**src/rtl/router_pkg.sv**
```systemverilog
// router_pkg: shared port-count, address and mask types for the router/merge blocks.
package router_pkg;
   localparam int NUM_PORTS   = 4;
   localparam int PORT_ADDR_W = 2;
   typedef logic [PORT_ADDR_W-1:0] port_addr_t;
   typedef logic [NUM_PORTS-1:0]   port_mask_t;
endpackage

```
**src/rtl/rr_arbiter4.sv**
```systemverilog
// rr_arbiter4: 4-way round-robin arbiter starting the search after `last`.
// ROUTER_MERGE_FIXED_PRIO_EN selects fixed priority (channel 0 highest) instead.
module rr_arbiter4
   import router_pkg::*;
(
   input  port_mask_t req,
   input  port_addr_t last,
   input  logic       en,
   output port_mask_t gnt,
   output port_addr_t gnt_idx,
   output logic       any_gnt
);
   port_addr_t idx;
`ifdef ROUTER_MERGE_FIXED_PRIO_EN
   logic unused_last;
   assign unused_last = ^last;
   always_comb begin
      idx     = '0;
      gnt_idx = '0;
      any_gnt = 1'b0;
      for (int k = NUM_PORTS - 1; k >= 0; k--) begin
         idx = port_addr_t'(k);
         if (en && req[idx]) begin
            gnt_idx = idx;
            any_gnt = 1'b1;
         end
      end
   end
`else
   // Scan farthest-first so the nearest requester after `last` wins.
   always_comb begin
      idx     = '0;
      gnt_idx = '0;
      any_gnt = 1'b0;
      for (int k = NUM_PORTS; k >= 1; k--) begin
         idx = last + port_addr_t'(k);
         if (en && req[idx]) begin
            gnt_idx = idx;
            any_gnt = 1'b1;
         end
      end
   end
`endif
   assign gnt = any_gnt ? port_mask_t'(1) << gnt_idx : '0;
endmodule

```
**src/rtl/router_merge.sv**
```systemverilog
// router_merge: 4-to-1 merge with arbitration and a registered valid/ready output stage.
// ROUTER_MERGE_FIXED_PRIO_EN removes the round-robin pointer for fixed priority.
module router_merge
   import router_pkg::*;
#(
   parameter int DATA_WIDTH = 32
) (
   input  logic                  clk,
   input  logic                  resetn,
   input  logic [DATA_WIDTH-1:0] din0,
   input  logic [DATA_WIDTH-1:0] din1,
   input  logic [DATA_WIDTH-1:0] din2,
   input  logic [DATA_WIDTH-1:0] din3,
   input  logic [NUM_PORTS-1:0]  din_en,
   output logic [NUM_PORTS-1:0]  din_ready,
   output logic [DATA_WIDTH-1:0] dout,
   output logic                  dout_en,
   output logic [PORT_ADDR_W-1:0] dout_addr,
   input  logic                  dout_ready
);
   logic [DATA_WIDTH-1:0] dout_q, dout_d, sel;
   logic                  dout_en_q, dout_en_d;
   port_addr_t            addr_q, addr_d, last, gnt_idx;
   port_mask_t            gnt;
   logic                  load, any_gnt;
   // Gating with resetn keeps din_ready low for the whole reset window.
   assign load = (!dout_en_q || dout_ready) && resetn;
`ifdef ROUTER_MERGE_FIXED_PRIO_EN
   assign last = port_addr_t'(NUM_PORTS - 1);
`else
   port_addr_t last_q, last_d;
   assign last = last_q;
   always_comb last_d = any_gnt ? gnt_idx : last_q;
   always_ff @(posedge clk or negedge resetn)
      if (!resetn) last_q <= port_addr_t'(NUM_PORTS - 1);
      else         last_q <= last_d;
`endif
   rr_arbiter4 u_arb (
      .req     (din_en),
      .last    (last),
      .en      (load),
      .gnt     (gnt),
      .gnt_idx (gnt_idx),
      .any_gnt (any_gnt)
   );
   assign sel = gnt_idx == 2'd0 ? din0 :
                gnt_idx == 2'd1 ? din1 :
                gnt_idx == 2'd2 ? din2 : din3;
   always_comb begin
      dout_d    = load ? (any_gnt ? sel : '0) : dout_q;
      addr_d    = load ? (any_gnt ? gnt_idx : '0) : addr_q;
      dout_en_d = load ? any_gnt : dout_en_q;
   end
   always_ff @(posedge clk or negedge resetn)
      if (!resetn) begin
         dout_q    <= '0;
         addr_q    <= '0;
         dout_en_q <= 1'b0;
      end else begin
         dout_q    <= dout_d;
         addr_q    <= addr_d;
         dout_en_q <= dout_en_d;
      end
   assign din_ready = gnt;
   assign dout      = dout_q;
   assign dout_addr = addr_q;
   assign dout_en   = dout_en_q;
endmodule

```
**config.mk**
```make
export PLATFORM = sky130hd
export DESIGN_NAME = router_merge
export DESIGN_NICKNAME = d
export VERILOG_FILES = /design/src/rtl/router_pkg.sv /design/src/rtl/rr_arbiter4.sv /design/src/rtl/router_merge.sv
export SDC_FILE = /design/constraint.sdc
export NUM_CORES = 1
export LEC_CHECK = 0
export BUFFER_PORTS_ARGS = -buffer_cell sky130_fd_sc_hd__buf_2
export CORE_ASPECT_RATIO = 1.1
export CORE_UTILIZATION = 37
export CTS_BUF_LIST = sky130_fd_sc_hd__clkbuf_16
export CTS_CLUSTER_SIZE = 10
export DETAILED_ROUTE_END_ITERATION = 6
export PLACE_DENSITY = 0.76
export REMOVE_ABC_BUFFERS = 1
export SYNTH_ARGS = -nofsm -noshare
export SYNTH_HDL_FRONTEND = slang
export SYNTH_HIERARCHICAL = 1
export SYNTH_SLANG_ARGS = --single-unit
```
**constraint.sdc**
```tcl
create_clock -name clk -period 3 [get_ports clk]
set_input_delay 0.45 -clock clk [delete_from_list [all_inputs] [get_ports clk]]
set_output_delay 0.45 -clock clk [all_outputs]
set_load 0.01 [all_outputs]
```
==> impl_results.md <==
- Proportion of total power due to net switching: between 20% and 30%
- Via-per-instance ratio: ~5.3
- Commonest cells after routing, fill and taps aside: sky130_fd_sc_hd__buf_2, sky130_fd_sc_hd__dfrtp_1, sky130_fd_sc_hd__a22o_1
- Synth cell types: 33
- Summed instance area of the synthesized netlist: ~0.0023 mm2
- Vias in the first global route: 2107
- Core ar.: between 0.005 and 0.006 mm2
- Maximum count of clock buffers along a single path: 2
- Die Outline Area: between 0.006 and 0.007 mm2
- Number of buffers inserted during clock tree synthesis: 5
- Minimum hold slack: ~290 ps
- Drt first-iter violations: 127
- H-tree levels: 2
- Power per cell area: 515 mW/mm2
- Switching component of the power: 0.000496 W
- Internal power component: around 0.0012 W
- Residual antenna-violating net count after detailed routing: 0
- Count of TritonRoute iterations in the first routing pass: 4
- Endpoint class of the critical path: output pin
- Synth async-reset ratio: 100%
- Global-route congestion overflow total: 0
- Required time of the critical path: 2550 ps
- Number of vias after detailed routing: approximately 2100
- Clock slew seen by the registers of the worst setup and hold paths: about 50 ps
- Largest fanout on the critical path: 18
- Clock power frac: approximately 28%
- Total Power: 0.00172 W
- Horiz. Die Dim: between 70 and 80 um
- Sequential group share of total power: 36.9%
- Routed wire per std cell: around 15 um
- Final period utilization: between 80 and 90%
- Max Cap Viol: 0
- Total global routing track utilization: slightly below 20%
- Final routed wirelength across all metal layers: a little over 6 mm
- Accumulated negative setup slack: 0 ps
- Most used DFF post-synth: sky130_fd_sc_hd__dfrtp_1
- Count of non-filler cells in the finished layout: approximately 400
- Std cell rows: 29
- DR DRC count: 0
- Synthesized netlist cell count: 149
- Sequential share of the synthesized area: 40.7%
- Unrepaired setup endpoints after global routing: false
- Static leakage: about 1.7 nW
- Port bufs: about 170
- Dpl hpwl: a little under 5 mm
- Post_cts resized: 0
- Pins Over Slew Limit: 0
- Total of hold buffers inserted after clock tree synthesis: 0
- End-of-flow core utilization: between 50 and 60%
- Rel. slew slack: approximately 60%
- Combinational share of power: around 35%
- Maximum number of pins on one net before global-route repair: 39
- Worst clock skew on the final layout: around 4 ps
- Avg Cell Area, Syn: 15.3 um2
- Global-route wire length before repair: 9.80 mm
- Antenna violations before repair: 0
- Worst Setup Path Type: register to output pin
- Final number of hold-violating endpoints: 0
- Final setup violation count: 0
- Flip-flop and latch count after synthesis: 37
- Buffers inserted by post-CTS timing repair: 0
- Hold WC Path Type: primary input to asynchronous set/reset pin
- Clock latency of the later-clocked register in the worst-skew pair: 270 ps
- Net count, final: about 460
- Most common cell after layout, fill and taps aside: sky130_fd_sc_hd__buf_2
- Max VDD drop: roughly 0.23 mV
- Clock sink count: 37
- TritonCTS clock tree: done
- Placed cells: 393
- Run status: completed
- Shortest clock period the worst path allows after layout: roughly 2500 ps
- Fmax: slightly above 0.4 GHz
- Global placement routability congestion: about 0.81
- Number of placed I/O pins: roughly 170
- Starting utilization of the core area: between 30% and 40%
- Endpoint arrival time on the critical path: 2020 ps
- Fraction of layout instances using a drive strength above 1: roughly two thirds
- Worst slew pin tran: a little under 600 ps
- Startpoint types: register
- Height of the chip: between 80 and 90 um
- # diodes: 0
- Signed area change from the synthesized netlist to the final layout: 46.8%
- Count of flip-flops with a built-in enable after synthesis: 0
- YS warnings: 6
- Clk root buf: sky130_fd_sc_hd__clkbuf_16
-- cell families (layout without fill, tap and decap cells) --
family | Yosys count | in the layout | share of synthesized area [%]
multiplexers | 35 | 35 | 33.6
AO/OA/AOI/OAI | 45 | 45 | 16.7
buffers and inverters | 22 | 197 | 6.31
flip-flops | 37 | 37 | 40.7
AND/OR/NAND/NOR | 10 | 10 | 2.64
-- per-stage QoR --
stage | area (um2) | setup WS [ps]
after floorplan | 2170 | -1740
after global placement | 3210 | 581
after detailed placement | 3210 | 467
after CTS | 3350 | 526
after global routing | 3350 | 381
final | 3350 | 525
-- critical path, cell delays in order, from the launching register on --
cell and delay [ps]:
sky130_fd_sc_hd__dfstp_2 570, sky130_fd_sc_hd__nor3b_1 70, sky130_fd_sc_hd__a311oi_2 310, sky130_fd_sc_hd__and2_1 200
sky130_fd_sc_hd__buf_4 240, sky130_fd_sc_hd__a21boi_2 210, sky130_fd_sc_hd__buf_2 140
-- cells in the mapped netlist, types with 2 or more instances --
master / n / area share [%]
sky130_fd_sc_hd__a22o_1: 32 / 12
sky130_fd_sc_hd__buf_1: 2 / 0.33
sky130_fd_sc_hd__buf_12: 3 / 2.6
sky130_fd_sc_hd__buf_2: 4 / 0.88
sky130_fd_sc_hd__clkbuf_1: 4 / 0.66
sky130_fd_sc_hd__dfrtp_1: 35 / 38
sky130_fd_sc_hd__dfstp_2: 2 / 2.3
sky130_fd_sc_hd__inv_1: 8 / 1.3
sky130_fd_sc_hd__mux2i_1: 2 / 0.88
sky130_fd_sc_hd__mux4_1: 4 / 4.6
sky130_fd_sc_hd__mux4_2: 28 / 28
sky130_fd_sc_hd__nand2_1: 2 / 0.33
sky130_fd_sc_hd__nor2_1: 2 / 0.33
sky130_fd_sc_hd__o21ai_0: 2 / 0.44
-- final cells by class --
type                    count  area (um2)
inverters                   8        30.0
clock inverters             3        15.0
repair buffers            181         926
multi-input cells          90        1230
fillers                   531        2490
well taps                  77        96.3
flip-flops and latches     37         928
clock buffers               5         125
-- layer usage --
layer	vias up	track usage (%)	share of wire, %
met4	0	6.82	1.7
li1	974	-	-
met5	-	0	0
met1	1032	22.9	38
met2	117	34.4	53
met3	8	4.02	7.8
-- path summary, 6_finish.rpt --
path / cells past startpoint / from / slack (ps) / endpoint
max: 6 / last[1] / 530 / din_ready[3]
min: 2 / resetn / 290 / dout[20]
max reg2reg: 7 / last[0] / 660 / dout[31]
min reg2reg: 1 / dout_en / 490 / dout_en
max in group asynchronous: 2 / resetn / 2360 / last[1]
min in group clk: 1 / dout_en / 490 / dout_en
-- power by group through the flow --
stage	clock network [W]	registers, W	logic (W)
2_1_floorplan	0	0.000675	0.000332
3_3_place_gp	0	0.000641	0.000602
3_5_place_dp	0	0.000643	0.000618
4_1_cts	0.000498	0.000636	0.000619
5_1_grt	0.000522	0.000647	0.000661
6_report	0.000479	0.000636	0.000610
-- registers in the layout, indices dropped and copies added (netlist names) --
signal,cells
dout,32
dout_addr,2
last,2
dout_en,1
(Power assumes the default switching activity.)
